--- src/rtl/ihadamard4x4_pu.sv ---
// Inverse 4x4 Hadamard PU: per-row horizontal butterfly on input, then vertical butterfly + /16 rounding on output.
// Optional IHT_SAT_EN saturates residuals to RES_W; otherwise the rounded value wraps to its low RES_W bits.
module ihadamard4x4_pu #(
  parameter int COEF_W = 16,
  parameter int RES_W  = 10
) (
  input  logic              clk,
  input  logic              rst,
  input  logic              clear,
  input  logic              in_valid,
  output logic              in_ready,
  input  logic [COEF_W-1:0] in_c0,
  input  logic [COEF_W-1:0] in_c1,
  input  logic [COEF_W-1:0] in_c2,
  input  logic [COEF_W-1:0] in_c3,
  output logic              out_valid,
  input  logic              out_ready,
  output logic [RES_W-1:0]  out_r0,
  output logic [RES_W-1:0]  out_r1,
  output logic [RES_W-1:0]  out_r2,
  output logic [RES_W-1:0]  out_r3,
  output logic [1:0]        out_row,
  output logic              out_last
);

  localparam int TW = COEF_W + 2;
`ifdef IHT_SAT_EN
  localparam int AW = COEF_W + 4;
`else
  // Wrapping output only needs the low RES_W+4 bits of the column sum.
  localparam int AW = RES_W + 4;
`endif
  localparam int RW = AW - 4;

  typedef enum logic {ST_LOAD, ST_OUT} state_t;

  state_t     state, state_nxt;
  logic [1:0] ld_cnt, ld_cnt_nxt, out_row_nxt;
  logic       wr;

  logic signed [TW-1:0] a, b, c, d;
  logic signed [TW-1:0] p    [4];
  logic signed [TW-1:0] tbuf [4][4];

  logic [3:0]           neg;
  logic signed [AW-1:0] acc  [4];
  logic signed [AW-1:0] bias [4];
  logic signed [RW-1:0] rnd  [4];
  logic [RES_W-1:0]     res  [4];
  logic                 unused_lo;

  // Row pass
  always_comb begin
    a    = TW'($signed(in_c0));
    b    = TW'($signed(in_c1));
    c    = TW'($signed(in_c2));
    d    = TW'($signed(in_c3));
    p[0] = a + b + c + d;
    p[1] = a + b - c - d;
    p[2] = a - b - c + d;
    p[3] = a - b + c - d;
  end

  assign wr = in_valid & in_ready & ~clear;

  always_ff @(posedge clk) begin
    if (wr) begin
      for (int j = 0; j < 4; j++) tbuf[ld_cnt][j] <= p[j];
    end
  end

  // Negative entries of H row r (bit k set means H[r][k] = -1)
  always_comb begin
    case (out_row)
      2'd0:    neg = 4'b0000;
      2'd1:    neg = 4'b1100;
      2'd2:    neg = 4'b0110;
      default: neg = 4'b1010;
    endcase
  end

  // Column pass, rounding and narrowing
  always_comb begin
    unused_lo = 1'b0;
    for (int j = 0; j < 4; j++) begin
      acc[j] = '0;
      for (int k = 0; k < 4; k++) begin
        if (neg[k]) acc[j] = acc[j] - AW'(tbuf[k][j]);
        else        acc[j] = acc[j] + AW'(tbuf[k][j]);
      end
      bias[j]   = acc[j] + AW'(8);
      rnd[j]    = bias[j][AW-1:4];
      unused_lo = unused_lo ^ (^bias[j][3:0]);
`ifdef IHT_SAT_EN
      if ((&rnd[j][RW-1:RES_W-1]) || !(|rnd[j][RW-1:RES_W-1]))
        res[j] = rnd[j][RES_W-1:0];
      else if (rnd[j][RW-1])
        res[j] = {1'b1, {(RES_W-1){1'b0}}};
      else
        res[j] = {1'b0, {(RES_W-1){1'b1}}};
`else
      res[j] = rnd[j][RES_W-1:0];
`endif
    end
  end

  always_ff @(posedge clk or negedge rst) begin
    if (!rst) begin
      state   <= ST_LOAD;
      ld_cnt  <= 2'd0;
      out_row <= 2'd0;
    end else begin
      state   <= state_nxt;
      ld_cnt  <= ld_cnt_nxt;
      out_row <= out_row_nxt;
    end
  end

  always_comb begin
    state_nxt   = state;
    ld_cnt_nxt  = ld_cnt;
    out_row_nxt = out_row;
    in_ready    = 1'b0;
    out_valid   = 1'b0;
    case (state)
      ST_LOAD: begin
        in_ready = 1'b1;
        if (in_valid) begin
          ld_cnt_nxt = ld_cnt + 2'd1;
          if (ld_cnt == 2'd3) state_nxt = ST_OUT;
        end
      end
      default: begin
        out_valid = 1'b1;
        if (out_ready) begin
          out_row_nxt = out_row + 2'd1;
          if (out_row == 2'd3) state_nxt = ST_LOAD;
        end
      end
    endcase
    // Abort wins over any handshake in the same cycle.
    if (clear) begin
      state_nxt   = ST_LOAD;
      ld_cnt_nxt  = 2'd0;
      out_row_nxt = 2'd0;
    end
  end

  assign out_r0   = out_valid ? res[0] : '0;
  assign out_r1   = out_valid ? res[1] : '0;
  assign out_r2   = out_valid ? res[2] : '0;
  assign out_r3   = out_valid ? res[3] : '0;
  assign out_last = out_valid & (out_row == 2'd3);

endmodule

--- config.mk ---
export PLATFORM = sky130hd
export DESIGN_NAME = ihadamard4x4_pu
export DESIGN_NICKNAME = d
export VERILOG_FILES = /design/src/rtl/ihadamard4x4_pu.sv
export SDC_FILE = /design/constraint.sdc
export NUM_CORES = 1
export LEC_CHECK = 0
export ABC_AREA = 0
export BUFFER_PORTS_ARGS = -buffer_cell sky130_fd_sc_hd__buf_2
export CAP_MARGIN = 25
export CORE_MARGIN = 8
export CORE_UTILIZATION = 55
export CTS_BUF_LIST = sky130_fd_sc_hd__clkbuf_8
export DETAILED_ROUTE_END_ITERATION = 8
export GPL_TIMING_DRIVEN = 0
export HOLD_SLACK_MARGIN = 0.05
export PLACE_DENSITY_LB_ADDON = 0.15
export REMOVE_ABC_BUFFERS = 1
export SYNTH_ARGS = -nofsm -noshare
export SYNTH_HDL_FRONTEND = slang
export SYNTH_SLANG_ARGS = --single-unit
--- constraint.sdc ---
create_clock -name clk -period 6.65 [get_ports clk]
set_input_delay 1.33 -clock clk [delete_from_list [all_inputs] [get_ports clk]]
set_output_delay 1.33 -clock clk [all_outputs]
set_load 0.02 [all_outputs]
==> results of run 1 <==
## how the worst max path moves through the flow
stage | from | to | cells past startpoint
after detailed placement | out_row[1] | out_r0[9] | 27
after global routing | out_row[0] | out_r1[9] | 29
after floorplan | out_row[0] | out_r3[9] | 24
final | out_row[0] | out_r2[9] | 31
after global placement | out_row[0] | out_r3[9] | 25
after CTS | out_row[0] | out_r0[9] | 25
## kinds of logic (layout without fill, tap and decap cells)
group           count (synthesis)  in the layout  share of synthesized area (%)
xor+xnor                      386            386                           15.4
compound gates                492            492                           15.0
mux                            17             17                          0.769
fa+ha+maj                     319            319                           20.2
simple gates                  626            626                           13.9
buf+inv                       217            529                           3.75
flops                         229            229                           31.0
other cells                     0              8                              0
## worst max-delay path, delay by kind of cell, from the launching register on
family,cells,cell delay [ps]
AO/OA/AOI/OAI,7,1390
XOR/XNOR,5,750
adder cells (fa/ha/maj),4,1170
buffers and inverters,7,890
flip-flops,1,410
AND/OR/NAND/NOR,8,1330
## through the flow
step / worst slack, ps / TNS (ps)
2_1_floorplan: -1200 / -12770
3_3_place_gp: -2670 / -56120
3_5_place_dp: -1530 / -19350
4_1_cts: -1010 / -15080
5_1_grt: -1470 / -26710
6_report: -1210 / -19560
## flip-flops by register name, indices dropped and copies added, names as in the netlist
name and count:
out_row 2, state 1, tbuf 224, ld_cnt 2
## layer usage
layer  global-route usage, %  vias to the layer above  share of wire, %
met4                    7.10                       10               2.5
li1                        -                     8771                 -
met1                    30.7                     8796                44
met3                    3.76                      105               5.6
met5                       0                        -              0.11
met2                    39.3                      501                48
## power groups by stage
| stage | Combinational [W] | Sequential (W) | Clock (W) |
|---|---|---|---|
| after floorplan | 0.00614 | 0.00215 | 0 |
| after global placement | 0.00749 | 0.00217 | 0 |
| after detailed placement | 0.00768 | 0.00217 | 0 |
| after CTS | 0.00978 | 0.00214 | 0.00136 |
| after global routing | 0.0124 | 0.00215 | 0.00142 |
| final | 0.0116 | 0.00214 | 0.00133 |
## placed cells by master, fill, tap and decap left out, types with 21 or more instances in the layout
master and instances:
ha_1 232, xnor2_1 225, edfxtp_1 224, inv_1 196
nor2_1 176, buf_4 139, xor2_1 125, nand2_1 109
a21oi_1 84, buf_2 74, nor3_1 66, o21ai_0 63
fa_1 57, buf_6 47, clkbuf_8 44, nor2b_1 43
o21a_1 37, o31ai_1 36, a21o_1 33, a21oi_2 33
nand3_1 25, o41ai_1 24, xnor2_2 23, nand2b_1 21
## cell type report
class	count	area share [%]
Timing Repair Buffer	269	7.76
Inverter	185	2.55
Sequential cell	229	25.1
Clock buffer	44	2.22
Tap cell	525	2.41
Antenna cell	8	0.0734
Clock inverter	31	0.702
Multi-Input combinational cell	1840	59.2
## timing repair
item	4_1_cts	5_1_grt
setup buffers	108	50
gates resized for setup	259	153
pin swaps	139	116
endpoints found under the setup margin	40	34
==> summary.txt, run 1 <==
STA
  – Final min period: ~7900 ps
  – Slew HR: 38.1%
  – Final period utilization: 118%
  – Unrepaired setup endpoints after global routing: yes
  – F_max: 0.127 GHz
  – Hold Fails Final Rpt: 0
  – Hold_ws: 545 ps
  – Setup Viol. Count Final: 30
  – Clock skew: 30.2 ps
  – Slew Viols, Final: 0
  – Worst slew pin tran: 926 ps
  – Final setup margin: -1210 ps

Final layout
  – Post-route design area: 27300 sq um
  – Area growth syn-to-layout: 23.3%
  – Nets: between 2000 and 3000
  – Multi-input gate area: 16100 sq um
  – Reg area: 6850 sq um
  – Fillers: slightly below 3000
  – Final Core Density: 68.6%
  – Non-filler instance count after layout: 3131
  – Layout cell share with drive strength beyond 1: a little under a quarter

Worst setup path
  – Critical-path maximum fanout: 4
  – Worst EP required: 5320 ps
  – Startpoint types: flip-flop
  – RR Startpoint: state
  – R2R cell count: 3
  – Reg2reg setup slack: 4270 ps
  – Type of the worst setup path: flip-flop to output port
  – CP Data Arrival Time: between 6000 and 7000 ps
  – CP endpoint kind: output port
  – Worst path max stage delay: 410 ps
  – Crit-path slowest cell: dfrtp_1
  – Most frequent CP cell: buf_6
  – RR Endpoint: tbuf[1][30]

Routing
  – Routed len/inst: 18.8 um
  – Final wirelength: between 50 and 60 mm
  – Iter 0 DRT Violations: 1138
  – First-pass DRT Iterations: 5
  – Vias per cell: 5.81
  – Detailed-route via count: 18183
  – Residual DRC: 0
  – ANT nets after route: 0

Power
  – Static leakage: 11.3 nW
  – Internal power: just over 0.008 W
  – Psw: around 0.007 W
  – Peak supply drop: 406 uV
  – Clk pwr share: 8.8%
  – Power Density: about 550 nW/um^2
  – Switch share: 45.4%
  – Sequential Power Share: 14.2%
  – Total chip power: between 0.015 and 0.02 W
  – Combinational share of power: 76.9%

Synthesis
  – Yosys cell types: 83
  – Ys async rst share: between 2 and 2.5%
  – Synth top area share: 30.4%
  – Syn Area/Cell: ~9.7 sq um
  – #FFs+latches synth: approximately 230
  – Primary FF master, synth: edfxtp_1
  – Most frequent cells after synthesis: ha_1, xnor2_1, edfxtp_1
  – Synth top area cells: edfxtp_1, ha_1, xnor2_1
  – Yosys warnings: 0
  – Mapped Cells: 2286
  – Seq/Total Area, Yosys: 31.0%
  – EDFF count, synth: approximately 220
  – Top-count cell post-synth: ha_1
  – Dominant cell type by area after synthesis: edfxtp_1
  – Synthesized area: 22100 sq um

CTS
  – Clk sinks: 229
  – H-tree level count: 2
  – Worst skew pair latency: 590 ps
  – Worst-path clk slew: 70 ps
  – TritonCTS clock tree: built
  – Clock Tree Buf Depth: 3
  – Hold buffer count at cts: 0
  – TritonCTS Buffers: between 40 and 50
  – Root buf cell: clkbuf_8

Floorplan
  – Die Span X: 217 um
  – I/O pin total: around 110
  – Site Rows: 73
  – Core area: 39700 sq um
  – Die ar.: 46900 sq um
  – Starting Density: 55.7%
  – Die extent in y: 217 um

GRT
  – Overflow after GRT: 0
  – First-pass GRT wire length: roughly 90 mm
  – Vias in the first global route: 17894
  – Pin count of the biggest net entering global routing: 57
  – All-layer global routing usage: 23.4%
  – Antenna violations before repair: 13

Placed design
  – Number of port buffers: 105
  – Post-DP HPWL: between 40 and 50 mm
  – Placed cells: between 2000 and 3000
  – Placed Area: 23300 sq um
  – GP Congestion: 0.914

Run status
  – Status: finished with violations
  – Failing checks: setup timing

Worst hold path
  – Tightest Hold Check Type: input port to asynchronous set/reset pin

Run
  – Max Cap Viol: 0
Note: power is estimated with default switching activity, not from simulation.
==> inputs of run 2 (changes only) <==
--- a/config.mk
+++ b/config.mk
@@ -10,12 +10,11 @@
 export CAP_MARGIN = 25
 export CORE_MARGIN = 8
 export CORE_UTILIZATION = 55
-export CTS_BUF_LIST = sky130_fd_sc_hd__clkbuf_8
 export DETAILED_ROUTE_END_ITERATION = 8
 export GPL_TIMING_DRIVEN = 0
 export HOLD_SLACK_MARGIN = 0.05
 export PLACE_DENSITY_LB_ADDON = 0.15
-export REMOVE_ABC_BUFFERS = 1
 export SYNTH_ARGS = -nofsm -noshare
 export SYNTH_HDL_FRONTEND = slang
 export SYNTH_SLANG_ARGS = --single-unit
+export TNS_END_PERCENT = 100
==> run 2 against run 1 <==
  * The flow still finishes with violations (setup timing)
  * Clock power up 15%
  * Clock skew down 18 ps
  * Maximum frequency down 0.79%
  * Non-clock buffer count up 8
  * Largest power group unchanged
==> summary.txt, run 2 (synthesis results as in run 1) <==
Routing
  – Vias per cell: 5.94 (+2.3%)
  – Final wirelength: 62.9 mm (+6.9%)
  – ANT nets after route: 0 (unchanged)
  – Detailed-route via count: 18423 (+1.3%)
  – First-pass DRT Iterations: 5 (unchanged)
  – Residual DRC: 0 (unchanged)
  – Iter 0 DRT Violations: 1310 (+15%)
  – Routed len/inst: 20.3 um (+7.9%)

Worst setup path
  – CP endpoint kind: output port
  – Most frequent CP cell: a21oi_2
  – Critical-path maximum fanout: 4 (unchanged)
  – Crit-path slowest cell: dfrtp_2
  – Type of the worst setup path: flip-flop to output port
  – Reg2reg setup slack: 4050 ps (-220 ps)
  – Startpoint types: flip-flop
  – Worst EP required: 5320 ps (about the same)
  – CP Data Arrival Time: 6600 ps (+70 ps)
  – Worst path max stage delay: 450 ps (+40 ps)

CTS
  – Root buf cell: clkbuf_16
  – TritonCTS clock tree: built
  – Worst-path clk slew: 70 ps (about the same)
  – Clk sinks: 229 (unchanged)
  – Worst skew pair latency: 550 ps (-40 ps)
  – TritonCTS Buffers: 27 (-36%)
  – H-tree level count: 1 (-1)
  – Hold buffer count at cts: 0 (unchanged)
  – Clock Tree Buf Depth: 3 (unchanged)

Power
  – Power Density: 559 nW/um^2 (+1.4%)
  – Psw: 0.00691 W (+1.4%)
  – Internal power: 0.00841 W (+2.5%)
  – Sequential Power Share: 14.0% (-0.2 points)
  – Combinational share of power: 76.0% (-0.9 points)
  – Static leakage: 11.3 nW (-0.25%)
  – Switch share: 45.1% (-0.27 points)
  – Clk pwr share: 10.0% (+1.2 points)
  – Peak supply drop: 345 uV (-15%)

Run
  – Max Cap Viol: 0 (unchanged)

Final layout
  – Largest register FFs: 224 (unchanged)
  – Layout cell share with drive strength beyond 1: 23.1% (-0.10 points)
  – Most frequent cells in the layout: ha_1, edfxtp_1, xnor2_1, inv_1, nor2_1
  – Most common cell after layout, fill and taps aside: ha_1
  – Top Registers: tbuf: 224 flops, ld_cnt: 2 flops, out_row: 2 flops
  – Nets: 2948 (-0.24%)
  – Area growth syn-to-layout: 24.0%
  – Largest Register: tbuf

Worst hold path
  – Tightest Hold Check Type: input port to asynchronous set/reset pin

Placed design
  – Worst slack, placed: -1750 ps (-222 ps)
  – GP Congestion: 0.921 (+0.79%)
  – Number of port buffers: 105 (unchanged)
  – Post-DP HPWL: 45.5 mm (+7.3%)

STA
  – F_max: 0.126 GHz (-0.79%)
  – Worst slew pin tran: 1090 ps (+168 ps)
  – Clock skew: 12.2 ps (-18.0 ps)
  – Hold Fails Final Rpt: 0 (unchanged)
  – Final setup margin: -1280 ps (-62.6 ps)
  – Unrepaired setup endpoints after global routing: yes
  – Slew HR: 27.1% (-11 points)
  – Slew Viols, Final: 0 (unchanged)
  – Hold_ws: 582 ps (+36.8 ps)
  – Final period utilization: 119% (+0.94 points)
  – Final min period: 7930 ps (+62.6 ps)
  – Setup Viol. Count Final: 29 (-3.3%)

Floorplan
  – Core area: 39700 sq um (unchanged)
  – Die ar.: 46900 sq um (unchanged)
  – Die extent in y: 217 um (unchanged)
  – I/O pin total: 114 (unchanged)
  – Site Rows: 73 (unchanged)
  – Die Span X: 217 um (unchanged)
  – Starting Density: 55.7% (unchanged)

Run status
  – Failing checks: setup timing
  – Status: finished with violations

Synthesis
  – Post-Syn Nets: 2674

GRT
  – Overflow after GRT: 0 (unchanged)
  – Antenna violations before repair: 6 (-7)
  – All-layer global routing usage: 24.7% (+1.3 points)
  – Vias in the first global route: 17833 (-0.34%)
  – First-pass GRT wire length: 93.3 mm (+4.2%)
  – Pin count of the biggest net entering global routing: 57 (unchanged)
==> run 2: cell types whose count changed in the layout (fill, tap and decap cells not counted), moves of 4 or more <==
cell | previous run | this run
clkbuf_8 | 44 | 2
clkbuf_16 | 0 | 30
clkbuf_1 | 0 | 21
buf_6 | 47 | 32
inv_1 | 196 | 183
xnor2_1 | 225 | 216
xnor2_2 | 23 | 31
ha_1 | 232 | 225
clkinv_1 | 8 | 2
diode_2 | 8 | 2
clkinv_2 | 4 | 0
ha_2 | 15 | 19
==> run 2: timing repair <==
item,in CTS,in global routing
cloned,0,1
pin swaps,137,160
endpoints found under the setup margin,40,33
setup buffers,92,52
resized for setup,208,200
==> run 2: power by group through the flow <==
| stage | Sequential (W) | Clock (W) | Combinational (W) |
|---|---|---|---|
| finish | 0.00214 | 0.00153 | 0.0116 |
| global route | 0.00215 | 0.00161 | 0.0124 |
| CTS | 0.00214 | 0.00156 | 0.00942 |
| detailed placement | 0.00217 | 0 | 0.00778 |
| global placement | 0.00216 | 0 | 0.00759 |
| floorplan | 0.00215 | 0 | 0.00622 |
==> run 2: final timing paths <==
| check | startpoint | endpoint | cells past startpoint |
|---|---|---|---|
| worst max-delay path | out_row[0] | out_r2[9] | 34 |
| worst min-delay path | rst | out_row[0] | 1 |
| worst max register to register | state | tbuf[1][67] | 4 |
| worst min register to register | ld_cnt[0] | ld_cnt[0] | 2 |
| max in group asynchronous | rst | out_row[1] | 1 |
| min in group clk | ld_cnt[0] | ld_cnt[0] | 2 |
==> run 2: area by class of cell <==
| cell class | count | area, sq um |
|---|---|---|
| Clock inverter | 12 | 203 |
| Tap cell | 525 | 657 |
| Buffer | 28 | 228 |
| Timing Repair Buffer | 249 | 1870 |
| Clock buffer | 32 | 694 |
| Multi-Input combinational cell | 1840 | 16200 |
| Antenna cell | 2 | 5.00 |
| Sequential cell | 229 | 6850 |
| Fill cell | 2985 | 12300 |
| Inverter | 185 | 694 |
==> run 2: critical path: cells and delay by family (launching register included) <==
kind            cells  cell delay (ps)
mux                 1              190
xor+xnor            4              760
simple gates       10             1310
flops               1              450
compound gates      8             1310
buf+inv             7              870
fa+ha+maj           4             1170
==> run 2: metrics by stage <==
step | instance area (sq um) | std cells | util, % | power [W] | setup TNS [ps]
4_1_cts | 26000 | 3053 | 65.5 | 0.0131 | -15970
3_5_place_dp | 23500 | 2920 | 59.2 | 0.00994 | -35770
6_report | 27400 | 3102 | 69.0 | 0.0153 | -18970
5_1_grt | 27400 | 3101 | 69.0 | 0.0162 | -26100
2_1_floorplan | 22300 | 2286 | - | 0.00837 | -556
3_3_place_gp | 23400 | 2916 | 59.0 | 0.00975 | -32690
==> run 2: routing by layer <==
layer  track usage [%]  vias to the layer above  part of all wire, %
li1                  -                     8746                    -
met1              32.8                     8891                   43
met2              41.9                      618                   47
met3              2.79                      164                  6.0
met4              7.89                        4                  4.1
met5                 0                        -                0.043
